[config.mk]
export PLATFORM = sky130hd
export DESIGN_NAME = itercnt_flat
export DESIGN_NICKNAME = d
export VERILOG_FILES = /design/src/rtl/itercnt_if.sv /design/src/rtl/itercnt.sv /design/src/flat_wrapper.sv
export SDC_FILE = /design/constraint.sdc
export NUM_CORES = 1
export LEC_CHECK = 0
export ABC_CLOCK_PERIOD_IN_PS = 22400
export BUFFER_PORTS_ARGS = -buffer_cell sky130_fd_sc_hd__buf_2
export CAP_MARGIN = 20
export CORE_MARGIN = 8
export CORE_UTILIZATION = 40
export CTS_CLUSTER_SIZE = 20
export DETAILED_ROUTE_END_ITERATION = 8
export HOLD_SLACK_MARGIN = 0.1
export PLACE_DENSITY = 0.7
export SYNTH_ARGS = -nofsm -noshare
export SYNTH_HDL_FRONTEND = slang
export SYNTH_SLANG_ARGS = --single-unit
[constraint.sdc]
create_clock -name clk -period 22.4 [get_ports clk]
set_input_delay 4.48 -clock clk [delete_from_list [all_inputs] [get_ports clk]]
set_output_delay 4.48 -clock clk [all_outputs]
set_load 0.05 [all_outputs]
[src/rtl/itercnt_if.sv]
// Request/response bundle for the iterative bit-count unit.
// The master drives requests and consumes results; the slave is the unit itself.
interface itercnt_if #(
   parameter int WIDTH = 64
);
   logic             Flush;
   logic             InValid;
   logic             InReady;
   logic [WIDTH-1:0] A;
   logic [1:0]       Op;
   logic             W64;
   logic             OutValid;
   logic             OutReady;
   logic [WIDTH-1:0] Result;

   modport master (
      output Flush, InValid, A, Op, W64, OutReady,
      input  InReady, OutValid, Result
   );

   modport slave (
      input  Flush, InValid, A, Op, W64, OutReady,
      output InReady, OutValid, Result
   );
endinterface

[src/rtl/itercnt.sv]
// Iterative clz/ctz/cpop: scans CHUNK bits per cycle, exits early on the first
// non-zero chunk for clz/ctz, and holds the count until the consumer takes it.
module itercnt #(
   parameter int WIDTH = 64,
   parameter int CHUNK = 8
) (
   input  logic      clk,
   input  logic      reset_n,
   itercnt_if.slave  bus
);
   localparam int NCH = WIDTH / CHUNK;
   localparam int NW  = 32 / CHUNK;
   localparam int IW  = $clog2(NCH);
   localparam int AW  = $clog2(WIDTH) + 1;
   localparam int CW  = $clog2(CHUNK) + 1;

   localparam logic [1:0] OP_CLZ  = 2'b00;
   localparam logic [1:0] OP_CTZ  = 2'b01;
   localparam logic [1:0] OP_CPOP = 2'b10;

   typedef enum logic [1:0] {IDLE, BUSY, DONE} state_t;

   state_t           r_state;
   logic             r_in_ready;
   logic             r_out_valid;
   logic [AW-1:0]    r_result;
   logic [AW-1:0]    r_acc;
   logic [IW-1:0]    r_idx;
   logic [IW-1:0]    r_last_idx;
   logic [WIDTH-1:0] r_opnd;
   logic [1:0]       r_op;

   logic             w_word;
   logic [WIDTH-1:0] w_opnd_in;
   logic [CHUNK-1:0] w_chunks [NCH];
   logic [IW-1:0]    w_chunk_sel;
   logic [CHUNK-1:0] w_chunk;
   logic [CW-1:0]    w_lz;
   logic [CW-1:0]    w_tz;
   logic [CW-1:0]    w_pc;
   logic [CW-1:0]    w_add;
   logic [AW-1:0]    w_acc_next;
   logic             w_finish;

   // Word mode only exists on a 64-bit unit; the word sits in the low 32 bits.
   assign w_word = (WIDTH == 64) && bus.W64;

   always_comb begin
      w_opnd_in = bus.A;
      if (w_word) begin
         w_opnd_in        = '0;
         w_opnd_in[31:0]  = bus.A[31:0];
      end
   end

   for (genvar gi = 0; gi < NCH; gi++) begin : g_chunk
      assign w_chunks[gi] = r_opnd[gi*CHUNK +: CHUNK];
   end

   // clz walks the chunk index downward from the top of the scan length.
   assign w_chunk_sel = (r_op == OP_CLZ) ? (r_last_idx - r_idx) : r_idx;
   assign w_chunk     = w_chunks[w_chunk_sel];

   always_comb begin
      logic found_l;
      logic found_t;
      w_lz    = '0;
      w_tz    = '0;
      w_pc    = '0;
      found_l = 1'b0;
      found_t = 1'b0;
      for (int i = CHUNK - 1; i >= 0; i--) begin
         if (w_chunk[i]) found_l = 1'b1;
         else if (!found_l) w_lz = w_lz + CW'(1);
      end
      for (int i = 0; i < CHUNK; i++) begin
         if (w_chunk[i]) begin
            found_t = 1'b1;
            w_pc    = w_pc + CW'(1);
         end else if (!found_t) begin
            w_tz = w_tz + CW'(1);
         end
      end
   end

   always_comb begin
      case (r_op)
         OP_CLZ:  w_add = w_lz;
         OP_CTZ:  w_add = w_tz;
         OP_CPOP: w_add = w_pc;
         default: w_add = '0;
      endcase
   end

   assign w_acc_next = r_acc + AW'(w_add);

   // An all-zero chunk contributes CHUNK zeros and keeps the scan going.
   assign w_finish = (r_op == 2'b11) || (r_idx == r_last_idx) ||
                     ((r_op != OP_CPOP) && (w_chunk != '0));

   always_ff @(posedge clk or negedge reset_n) begin
      if (!reset_n) begin
         r_state     <= IDLE;
         r_in_ready  <= 1'b1;
         r_out_valid <= 1'b0;
         r_result    <= '0;
         r_acc       <= '0;
         r_idx       <= '0;
         r_last_idx  <= '0;
         r_opnd      <= '0;
         r_op        <= '0;
      end else if (bus.Flush) begin
         r_state     <= IDLE;
         r_in_ready  <= 1'b1;
         r_out_valid <= 1'b0;
         r_acc       <= '0;
         r_idx       <= '0;
      end else begin
         case (r_state)
            IDLE: begin
               if (bus.InValid) begin
                  r_opnd     <= w_opnd_in;
                  r_op       <= bus.Op;
                  r_acc      <= '0;
                  r_idx      <= '0;
                  r_last_idx <= w_word ? IW'(NW - 1) : IW'(NCH - 1);
                  r_in_ready <= 1'b0;
                  r_state    <= BUSY;
               end
            end
            BUSY: begin
               r_acc <= w_acc_next;
               r_idx <= r_idx + IW'(1);
               if (w_finish) begin
                  r_result    <= (r_op == 2'b11) ? '0 : w_acc_next;
                  r_out_valid <= 1'b1;
                  r_state     <= DONE;
               end
            end
            DONE: begin
               if (bus.OutReady) begin
                  r_out_valid <= 1'b0;
                  r_in_ready  <= 1'b1;
                  r_state     <= IDLE;
               end
            end
            default: begin
               r_state     <= IDLE;
               r_in_ready  <= 1'b1;
               r_out_valid <= 1'b0;
            end
         endcase
      end
   end

   assign bus.InReady  = r_in_ready;
   assign bus.OutValid = r_out_valid;
   assign bus.Result   = {{(WIDTH - AW){1'b0}}, r_result};
endmodule

[src/flat_wrapper.sv]
// flat-port wrapper written by rule: the top's interface ports become plain ports
module itercnt_flat 
#(
   parameter int WIDTH = 64,
   parameter int CHUNK = 8
)
  (clk, reset_n, bus_Flush, bus_InValid, bus_A, bus_Op, bus_W64, bus_OutReady, bus_InReady, bus_OutValid, bus_Result);
  itercnt_if #(.WIDTH(WIDTH)) bus_i ();
  input  logic clk;
  input  logic reset_n;
  input wire logic [$bits(bus_i.Flush)-1:0] bus_Flush;
  input wire logic [$bits(bus_i.InValid)-1:0] bus_InValid;
  input wire logic [$bits(bus_i.A)-1:0] bus_A;
  input wire logic [$bits(bus_i.Op)-1:0] bus_Op;
  input wire logic [$bits(bus_i.W64)-1:0] bus_W64;
  input wire logic [$bits(bus_i.OutReady)-1:0] bus_OutReady;
  output wire logic [$bits(bus_i.InReady)-1:0] bus_InReady;
  output wire logic [$bits(bus_i.OutValid)-1:0] bus_OutValid;
  output wire logic [$bits(bus_i.Result)-1:0] bus_Result;
  assign bus_i.Flush = bus_Flush;
  assign bus_i.InValid = bus_InValid;
  assign bus_i.A = bus_A;
  assign bus_i.Op = bus_Op;
  assign bus_i.W64 = bus_W64;
  assign bus_i.OutReady = bus_OutReady;
  assign bus_InReady = bus_i.InReady;
  assign bus_OutValid = bus_i.OutValid;
  assign bus_Result = bus_i.Result;
  itercnt #(.WIDTH(WIDTH), .CHUNK(CHUNK)) u_core (.clk(clk), .reset_n(reset_n), .bus(bus_i));
endmodule
=== Word-level counts from Yosys, hierarchy flattened ===
Cells that the tools add are included.

* Bitwise gates (word level): 2
* Equal/unequal tests: 12
* Div/mod/pow operators: 0
* Multiply operators: 0
* Mux-type cells: 79
* Reductions and logical operators: 13
* Order comparisons: 1
* Shift operators: 0
* Add/sub/neg operators: 24

{| class="wikitable"
|+ Operators by type and width
! operator !! count
|-
| $mux W4 || 35
|-
| $add A4 B1 Y4 const B || 18
|-
| $mux W64 || 1
|-
| $bmux W8 S3 || 1
|-
| $mux W1 || 23
|-
| $mux W7 || 3
|-
| $mux W8 || 2
|-
| $reduce_and A3 Y1 || 5
|-
| $pmux W7 S2 || 1
|-
| $mux W3 || 4
|-
| $pmux W4 S3 || 1
|-
| $mux W2 || 4
|-
| $reduce_bool A8 Y1 || 1
|-
| $add A7 B4 Y7 || 1
|-
| $add A1 B1 Y2 const B || 3
|-
| $eq A2 B2 Y1 const B || 3
|-
| $ne A2 B2 Y1 const B || 3
|-
| $ne A3 B3 Y1 const B || 2
|-
| $pmux W1 S3 || 2
|-
| $pmux W2 S3 || 1
|-
| $pmux W3 S2 || 1
|-
| $eq A2 B1 Y1 const B || 2
|-
| $ge A4 B4 Y1 const B || 1
|-
| $logic_not A2 Y1 || 2
|-
| 10 further kinds || 11
|}

* Bits in read-only memories: 0
* Latch bits: 0
* Bits in writable memories: 0
* Memories kept: 0
* Word-level logic and storage cells: 140
* Register bits: 90
* Output and inout bits: 66
* Bits of input ports: 72

=== Depth between registers and ports, before layout ===
Gate-level depths: netlist (run 1).

* Word-level depth: 32
* Gate-level depth with buffers: 42
* Depth with buffers taken out: 41

=== Least setup slack after synthesis (run 1) ===
Ideal clock, no wire load.

* Path kind: flip-flop to flip-flop
* From: register u_core.r_last_idx[1]
* To: register u_core.r_result[5]
* Stages on the path, launching flop included: 41
* Library setup time: 0.122 ns
* Arrival time: 7.552 ns
* Clock period less this slack: 7.673 ns
* Path buffers: 3
* Required time: 22.278 ns
* Setup slack: 14.727 ns
* Path through: dfrtp_1 inv_1 ha_1 inv_1 fa_1 or3b_1 clkbuf_1 nand2_1 buf_4 a211oi_1 o32ai_1 nand2b_1 clkbuf_1 inv_1 ha_1 o21ai_0 a21boi_0 o22ai_1 [... 5 more ...] o21ai_0 a21oi_1 nor2_1 ha_1 inv_1 or3_1 a2111oi_0 xor2_1 nor3b_1 xnor2_1 o211ai_1 o211ai_2 ha_1 nor2b_1 o21ai_0 xor2_1 nor2_1 a32o_1

* Cells in the longest elaborated chain, start to end: 31
* Elaborated cells between the ends (all ways): 88
* Classes of those cells: add/sub: 23; eq/ne: 1; mux: 58; bitwise: 1; reduce/logical: 5

{| class="wikitable"
|+ RTL lines
! element !! line !! source
|-
| start: declaration || itercnt.sv:29 || <nowiki>logic [IW-1:0] r_last_idx;</nowiki>
|-
| start signal: assignment || itercnt.sv:126 || <nowiki>r_last_idx <= w_word ? IW'(NW - 1) : IW'(NCH - 1);</nowiki>
|-
| $sub A3 B3 Y3 || itercnt.sv:61 || <nowiki>assign w_chunk_sel = (r_op == OP_CLZ) ? (r_last_idx - r_idx) : r_idx;</nowiki>
|-
| $mux W3 || itercnt.sv:61 ||
|-
| $not A3 Y4 (not written as such) || itercnt.sv:62 || <nowiki>assign w_chunk = w_chunks[w_chunk_sel];</nowiki>
|-
| $bmux W8 S3 || itercnt.sv:62 ||
|-
| $mux W8 (not written as such) (2 in a row) || itercnt.sv:62 ||
|-
| $mux W1 (on tied branches) || itercnt.sv:77, itercnt.sv:73 ||
|-
| $add A1 B1 Y2 (on tied branches) || itercnt.sv:81, itercnt.sv:74 ||
|-
| $mux W4 (on tied branches) || itercnt.sv:80, itercnt.sv:74 ||
|-
| [... 14 more ...] || n/a ||
|-
| $mux W4 (on tied branches) || itercnt.sv:80, itercnt.sv:74 ||
|-
| $mux W4 (on tied branches) || itercnt.sv:77, itercnt.sv:73 ||
|-
| $add A4 B1 Y4 (on tied branches) || itercnt.sv:81, itercnt.sv:74 ||
|-
| $mux W4 (on tied branches) || itercnt.sv:80, itercnt.sv:74 ||
|-
| $mux W4 (on tied branches) || itercnt.sv:77, itercnt.sv:73 ||
|-
| $pmux W4 S3 || itercnt.sv:87 || <nowiki>case (r_op)</nowiki>
|-
| $add A7 B4 Y7 || itercnt.sv:95 || <nowiki>assign w_acc_next = r_acc + AW'(w_add);</nowiki>
|-
| $mux W7 || itercnt.sv:135 || <nowiki>r_result <= (r_op == 2'b11) ? '0 : w_acc_next;</nowiki>
|-
| end signal: assignment || itercnt.sv:135 ||
|-
| end: declaration || itercnt.sv:26 || <nowiki>logic [AW-1:0] r_result;</nowiki>
|}

Several ways; a longest one is shown, not always the timed one. The select of a mux whose other input is x is not followed.
A chain may end at the register's enable or synchronous reset.

=== Worst setup path in the final report (run 1) ===
Same ends and word-level chain as after synthesis.

==> results of run 1 <==
area by class of cell:
class                           count  share of cell area (%)
Timing Repair Buffer               86                   6.310
Clock inverter                      7                   1.130
Sequential cell                    89                   30.05
Tap cell                          220                   3.712
Multi-Input combinational cell    589                   54.65
Inverter                           22                   1.114
Clock buffer                        9                   3.037
where the power goes:
part	total, mW	switching (mW)	internal, mW	leakage (nW)
Combinational	0.855	0.498	0.357	2.14
Clock	0.156	0.0673	0.0890	0.155
Sequential	0.229	0.0324	0.197	1.12
per-layer routing:
| metal | GRT usage (%) | wire, um | up-vias |
|---|---|---|---|
| li1 | - | - | 2640 |
| met1 | 21.06 | 7654 | 2512 |
| met2 | 23.63 | 7496 | 227 |
| met3 | 4.265 | 1215 | 27 |
| met4 | 5.410 | 393 | 0 |
| met5 | 0 | 0 | - |
worst register-to-register path, delay by kind of cell, from the launching register on:
| family | cells | cell delay (ns) |
|---|---|---|
| buf+inv | 6 | 0.61 |
| simple gates | 9 | 2.37 |
| flops | 1 | 0.41 |
| fa+ha+maj | 7 | 2.32 |
| xor+xnor | 3 | 0.49 |
| compound gates | 13 | 2.79 |
cells in the final DEF, fill, tap and decap left out, types with 9 or more instances in the layout:
cell and n:
ha_1 26, clkbuf_16 9, nand2_1 83, conb_1 57
mux2_2 45, buf_2 79, mux2i_1 11, nor2_1 35
o21ai_0 68, nand3_1 14, nand2b_1 35, xor2_1 14
dfrtp_1 88, a21oi_1 16, inv_1 21, xnor2_1 22
Yosys cell counts (3+ instances only):
library cell	number	area (um2)
o21ai_0	68	340.3
buf_4	59	442.9
nand3_1	14	70.07
xnor3_1	3	67.56
inv_1	21	78.83
a21boi_0	3	22.52
o21a_1	3	22.52
o211ai_1	4	30.03
nand2_1	83	311.6
or2_2	5	31.28
buf_6	5	56.30
a21o_1	6	45.04
nor3b_1	4	30.03
nor4bb_1	4	40.04
nor3_1	4	20.02
o221ai_1	3	26.28
a22oi_1	3	22.52
o2111ai_1	3	26.28
and3_1	8	50.05
xor2_1	14	122.6
nand2b_1	36	225.2
a32o_1	3	30.03
o21ai_1	3	15.01
mux2i_1	11	110.1
o211a_1	5	50.05
or3_1	6	37.54
ha_1	26	325.3
a211oi_1	8	60.06
dfrtp_1	88	2202
xnor2_1	22	192.7
a311oi_1	4	35.03
o22ai_1	7	43.79
or4b_1	3	30.03
nor2_1	35	131.4
buf_2	4	20.02
a32oi_1	3	26.28
nor2b_1	3	18.77
clkbuf_1	25	93.84
mux2_2	45	506.7
o31ai_1	7	52.55
a21oi_1	16	80.08
registers in the layout, summed over array words and instances (netlist names):
| signal | count |
|---|---|
| u_core.bus.InReady | 1 |
| u_core.bus.OutValid | 1 |
| u_core.r_acc | 7 |
| u_core.r_idx | 3 |
| u_core.r_last_idx | 2 |
| u_core.r_op | 2 |
| u_core.r_opnd | 64 |
| u_core.r_result | 7 |
| u_core.r_state | 2 |
stage by stage:
stage,area (um2),instances
final,7416,1022
after global routing,7416,1022
after CTS,7388,1021
after detailed placement,7079,1005
after global placement,7079,1005
after floorplan,6977,795
worst max-delay path by stage:
| stage | to | slack [ns] | cells past startpoint |
|---|---|---|---|
| 3_3_place_gp | u_core.r_result[5]$_DFFE_PN0P_ | 13.67 | 38 |
| 2_1_floorplan | u_core.r_result[5]$_DFFE_PN0P_ | 14.73 | 40 |
| 4_1_cts | u_core.r_result[5]$_DFFE_PN0P_ | 13.48 | 37 |
| 6_report | u_core.r_result[5]$_DFFE_PN0P_ | 13.30 | 38 |
| 5_1_grt | u_core.r_result[5]$_DFFE_PN0P_ | 12.81 | 38 |
| 3_5_place_dp | u_core.r_result[5]$_DFFE_PN0P_ | 13.53 | 37 |
logic make-up after synthesis:
family | synth area share, %
compound gates | 18.03
xor+xnor | 5.899
fa+ha+maj | 5.399
buf+inv | 10.39
flops | 32.93
mux | 9.782
other cells | 0.05542
simple gates | 17.51
==> results.txt, run 1 <==
----------------------------------------------------
[Critical path]
  Critical-path maximum fanout ... 15
  Startpoint kind of the worst setup timing path ... flip-flop
  Arrival time at the worst endpoint ... 9.33 ns
  Startpoint of the most critical setup path ... u_core.r_last_idx[1]$_DFFE_PN0P_
  Origin of the critical flop-to-flop path ... u_core.r_last_idx[1]$_DFFE_PN0P_
  Capturing element type of the critical path ... flip-flop
  Worst-case register-to-register setup slack ... about 13 ns
  Gate family responsible for the most delay along the worst path ... compound AO/OA/AOI/OAI gates
  Critical register-to-register path endpoint ... u_core.r_result[5]$_DFFE_PN0P_
  Critical path data required time ... about 23 ns
  Delay of the slowest critical-path stage ... between 0.6 and 0.7 ns
  Number of cell instances on the worst register-to-register path ... 38
  Number of buffer and inverter stages on the critical path ... 6
  Most frequent cell on the critical path ... ha_1
  Critical setup path kind ... flip-flop to flip-flop
  Standard cell with the maximum stage delay on the critical path ... fa_1

[Power]
  Worst vdd rail ir drop ... 0.00007925 V
  Leakage component of the power ... between 3 and 4 nW
  Power Density ... roughly 170 nW/um2
  Overall power of the completed layout ... between 1 and 1.5 mW

[GRT]
  Via count of the first global-routing pass ... about 5300
  Maximum number of pins on one net before global-route repair ... around 100
  Total Routing Usage GR ... 15.62%
  Wire length of the first global-routing pass ... around 28000 um
  Total grt overflow ... 0
  Initial antenna violation count ... 0

[Finish]
  Utilization after layout ... between 40% and 50%
  Post-synthesis to final-layout area growth ... 9.597%
  Register cell area after layout ... ~2200 um2
  Layout cells sized above 1 ... roughly 22%
  Area used by multi-input combinational logic ... between 4000 and 5000 um2
  Number of fill cells ... between 1500 and 2000
  Number of nets at the end of the flow ... roughly 900
  Antenna diode count ... 0

[Clocking]
  CTS resizes ... 0
  Clock buffers created by TritonCTS ... 9
  Clock transition at the registers of the reported paths ... about 0.07 ns
  Num Clock Sinks ... 89
  Htree depth ... 3
  Clock root buffer ... clkbuf_16
  Skew-Pair Late Insertion Delay ... 0.35 ns
  Post-CTS setup buffer count ... 0
  CTS max path bufs ... 2
  Number of buffers added to fix hold violations after cts ... 0
  CTS tree ... yes

[Placement]
  PortBufs ... 80
  Pre-CTS setup slack ... 13.53 ns
  Routability cong. ... just under 0.9
  Post-detail-place hpwl ... roughly 13000 um

[Worst hold path]
  Worst Hold Launch ... u_core.r_result[6]$_DFFE_PN0P_
  Count of cells along the worst hold path ... 2
  End of the worst hold path ... u_core.r_result[6]$_DFFE_PN0P_
  HP Class ... flip-flop to flip-flop

[Timing]
  Final WS setup ... 13.30 ns
  Setup_tns ... 0 ns
  Final Critical Period ... ~9.1 ns
  Share of the clock period used by the worst path after layout ... roughly 41%
  Worst slew margin ... 33.85%
  Max-slew violation count ... 0
  Tightest Pin Transition ... approximately 0.99 ns
  Worst hold margin ... approximately 0.47 ns
  Finish-stage setup viols ... 0
  Setup clock skew after layout ... roughly 0.0087 ns
  Maximum clock frequency ... about 0.11 GHz
  RSZ-0062 raised after global routing ... false
  Final number of hold-violating endpoints ... 0

[Detailed routing]
  Routed vias/inst ... about 5.3
  Wire length per cell after detailed routing ... between 15 and 20 um
  Detailed router's first-iteration violation count ... roughly 310
  Vias post-DR ... about 5400
  Routed Antenna Nets ... 0
  Final Routed Wirelength ... ~17000 um
  First-pass detailed-route iteration total ... 5
  Post-detailed-route DRC marker count ... 0

[Job]
  Max Cap Violations ... 0

[Synth]
  Async set-or-reset flop fraction in the synthesized netlist ... 100.0%
  Post-synthesis instance total ... approximately 740
  Sequential element share of the synthesized area ... 32.93%
  Post-synth design cell area ... around 6800 um2
  Avg Inst Size Synth ... slightly above 9 um2
  Yosys Warn Count ... 0
  Count of flip-flops with a built-in enable after synthesis ... 0
  Library cells used by synthesis ... 87
  Synth Flop Type ... dfrtp_1
  Number of synthesized register bits ... 89

[Floorplan]
  Die outline width ... between 100 and 150 um
  Initial core utilization ... 40.80%
  Top-Level Pins ... roughly 140
  Row count ... 47
  Die area ... roughly 21000 um2
  Vertical die dimension ... around 150 um
  Area inside the core boundary ... about 17000 um2

[Status]
  Result of the run ... complete, no violations

----------------------------------------------------
Power figures use the tool's default switching activity.
==> inputs of run 2 (changes only) <==
--- a/config.mk
+++ b/config.mk
@@ -5,7 +5,7 @@
 export SDC_FILE = /design/constraint.sdc
 export NUM_CORES = 1
 export LEC_CHECK = 0
-export ABC_CLOCK_PERIOD_IN_PS = 22400
+export ABC_CLOCK_PERIOD_IN_PS = 7600
 export BUFFER_PORTS_ARGS = -buffer_cell sky130_fd_sc_hd__buf_2
 export CAP_MARGIN = 20
 export CORE_MARGIN = 8
@@ -13,7 +13,7 @@
 export CTS_CLUSTER_SIZE = 20
 export DETAILED_ROUTE_END_ITERATION = 8
 export HOLD_SLACK_MARGIN = 0.1
-export PLACE_DENSITY = 0.7
+export PLACE_DENSITY = 0.73
 export SYNTH_ARGS = -nofsm -noshare
 export SYNTH_HDL_FRONTEND = slang
 export SYNTH_SLANG_ARGS = --single-unit
==> constraint.sdc (replaced) <==
create_clock -name clk -period 7.6 [get_ports clk]
set_input_delay 1.52 -clock clk [delete_from_list [all_inputs] [get_ports clk]]
set_output_delay 1.52 -clock clk [all_outputs]
set_load 0.05 [all_outputs]
==> run 2 against run 1 <==
Register-to-register slack worse by 13 ns. Via count increased by 7.2%. Sequential cell count unchanged. Largest power group unchanged. Non-clock buffer count rose by 71. Setup slack got worse by 13 ns. Global-route usage grew 0.45 points. Highest routed layer unchanged. Cell count rose by 6.9%.
==> results.txt, run 2 (synthesized netlist as in run 1, its figures left out) <==
----------------------------------------------------
[Critical path]
  Timing endpoint of the critical path ... u_core.r_result[4]$_DFFE_PN0P_
  Critical setup path kind ... flip-flop to flip-flop
  Standard cell with the maximum stage delay on the critical path ... mux4_2
  Critical register-to-register path endpoint ... u_core.r_result[4]$_DFFE_PN0P_
  Worst-case register-to-register setup slack ... approximately 0.28 ns
  Delay of the slowest critical-path stage ... between 0.5 and 0.6 ns
  Most frequent cell on the critical path ... nand2_1
  Critical-path maximum fanout ... 5
  Arrival time at the worst endpoint ... between 7 and 8 ns
  Capturing element type of the critical path ... flip-flop
  Critical path data required time ... 7.85 ns
  Startpoint of the most critical setup path ... u_core.r_last_idx[1]$_DFFE_PN0P_
  Origin of the critical flop-to-flop path ... u_core.r_last_idx[1]$_DFFE_PN0P_
  Number of cell instances on the worst register-to-register path ... 41
  Startpoint kind of the worst setup timing path ... flip-flop

[Detailed routing]
  Post-detailed-route DRC marker count ... 0
  First-pass detailed-route iteration total ... 6
  Routed vias/inst ... ~5.3
  Final Routed Wirelength ... around 18000 um
  Wire length per cell after detailed routing ... approximately 16 um
  Routed Antenna Nets ... 0
  Detailed router's first-iteration violation count ... just over 400
  Vias post-DR ... 5793

[Floorplan]
  Die area ... between 20000 and 25000 um2
  Initial core utilization ... between 40 and 50%
  Row count ... 47
  Vertical die dimension ... about 150 um
  Area inside the core boundary ... about 17000 um2
  Die outline width ... between 100 and 150 um
  Top-Level Pins ... 138

[GRT]
  Total grt overflow ... 0
  Wire length of the first global-routing pass ... about 28000 um
  Initial antenna violation count ... 0
  Via count of the first global-routing pass ... ~5700
  Total Routing Usage GR ... 16.07%
  Maximum number of pins on one net before global-route repair ... about 100

[Power]
  Worst vdd rail ir drop ... 0.0004281 V
  Leakage component of the power ... roughly 3.8 nW
  Power Density ... between 500 and 600 nW/um2

[Finish]
  Most common cell after layout, fill and taps aside ... dfrtp_1
  Non-filler cells in the finished layout ... 1093
  Number of nets at the end of the flow ... 968
  Post-synthesis to final-layout area growth ... 21.78%
  Register cell area after layout ... between 2000 and 2500 um2
  Utilization after layout ... between 40% and 50%
  Area used by multi-input combinational logic ... around 4300 um2
  Layout cells sized above 1 ... 33.56%
  Registers with the highest flip-flop counts ... u_core.r_opnd: 64 flops, u_core.r_acc: 7 flops, u_core.r_result: 7 flops
  Flip-flop count of the largest register, all copies and words added ... 64
  Largest Register ... u_core.r_opnd
  Antenna diode count ... 0
  Leading cell types in the layout, fill and taps excluded ... dfrtp_1 (88), nand2_1 (81), buf_2 (79), buf_4 (76), o21ai_0 (63)
  Number of fill cells ... ~1500

[Placement]
  Post-detail-place hpwl ... approximately 14000 um
  Routability cong. ... between 0.9 and 1
  PortBufs ... 80
  Placed cells ... ~1100

[Timing]
  Final number of hold-violating endpoints ... 0
  Final Critical Period ... around 7.3 ns
  Tightest Pin Transition ... 1.001 ns
  Setup clock skew after layout ... approximately 0.007 ns
  Share of the clock period used by the worst path after layout ... a little over nine tenths
  Maximum clock frequency ... roughly 0.14 GHz
  Max-slew violation count ... 0
  Worst slew margin ... approximately a third
  Finish-stage setup viols ... 0

[Clocking]
  Clock buffers created by TritonCTS ... 9
  Num Clock Sinks ... 89
  Htree depth ... 3
  Skew-Pair Late Insertion Delay ... ~0.35 ns
  Clock root buffer ... clkbuf_16
  Number of buffers added to fix hold violations after cts ... 0
  Clock transition at the registers of the reported paths ... 0.06 ns
  CTS max path bufs ... 2
  CTS tree ... yes

[Job]
  Max Cap Violations ... 0

[Status]
  Result of the run ... complete, no violations

[Worst hold path]
  HP Class ... flip-flop to flip-flop

----------------------------------------------------
==> run 2: worst min-delay path by stage <==
stage,startpoint,to,depth (start not counted)
floorplan,u_core.r_opnd[37]$_DFFE_PN0P_,u_core.r_opnd[37]$_DFFE_PN0P_,2
global placement,u_core.r_result[3]$_DFFE_PN0P_,u_core.r_result[3]$_DFFE_PN0P_,2
detailed placement,u_core.r_result[2]$_DFFE_PN0P_,u_core.r_result[2]$_DFFE_PN0P_,2
CTS,u_core.r_result[2]$_DFFE_PN0P_,u_core.r_result[2]$_DFFE_PN0P_,2
global route,u_core.r_last_idx[1]$_DFFE_PN0P_,u_core.r_last_idx[1]$_DFFE_PN0P_,2
finish,u_core.r_result[3]$_DFFE_PN0P_,u_core.r_result[3]$_DFFE_PN0P_,2
==> run 2: worst max-delay path, delay by kind of cell, from the launching register on <==
family                   cells  cell delay (ns)
AND/OR/NAND/NOR             12             1.51
XOR/XNOR                     4             0.65
adder cells (fa/ha/maj)      9             2.17
AO/OA/AOI/OAI               10             1.44
buffers and inverters        5             0.48
flip-flops                   1             0.38
multiplexers                 1             0.57
==> run 2: final cells by class <==
class | count | area share (%)
Multi-Input combinational cell | 589 | 52.66
Sequential cell | 89 | 27.04
Timing Repair Buffer | 157 | 12.00
Clock buffer | 13 | 3.401
Tap cell | 220 | 3.340
Inverter | 22 | 1.002
Clock inverter | 3 | 0.5618
==> run 2: stage by stage <==
stage | power [mW] | area [um2] | setup WS (ns) | hold WS [ns] | TNS [ns]
2_1_floorplan | 2.683 | 6987 | 0.04436 | 0.4418 | 0
3_3_place_gp | 3.295 | 7523 | 0.07484 | 0.4555 | 0
3_5_place_dp | 3.368 | 7523 | -0.1292 | 0.4618 | -0.2466
4_1_cts | 3.885 | 7874 | 0.001457 | 0.4764 | 0
5_1_grt | 4.817 | 8240 | -0.1066 | 0.5022 | -0.4078
6_report | 4.454 | 8240 | 0.2820 | 0.4683 | 0
==> run 2: timing repair <==
action	CTS	global route
buffers inserted	1	13
pin swaps	0	29
endpoints found under the setup margin	6	10
gates resized for setup	5	56
==> run 2: report_power, final <==
| part | internal, mW | switching [mW] | total [mW] | leakage [nW] |
|---|---|---|---|---|
| Sequential | 0.581 | 0.0779 | 0.659 | 1.12 |
| Combinational | 1.58 | 1.74 | 3.33 | 2.52 |
| Clock | 0.291 | 0.179 | 0.470 | 0.158 |
==> run 2: metal layers <==
| metal | routed length, um | up-vias | track usage, % |
|---|---|---|---|
| li1 | - | 2764 | - |
| met1 | 7648 | 2775 | 19.83 |
| met2 | 8618 | 209 | 26.00 |
| met3 | 1019 | 45 | 3.832 |
| met4 | 546 | 0 | 7.779 |
| met5 | 0 | - | 0 |
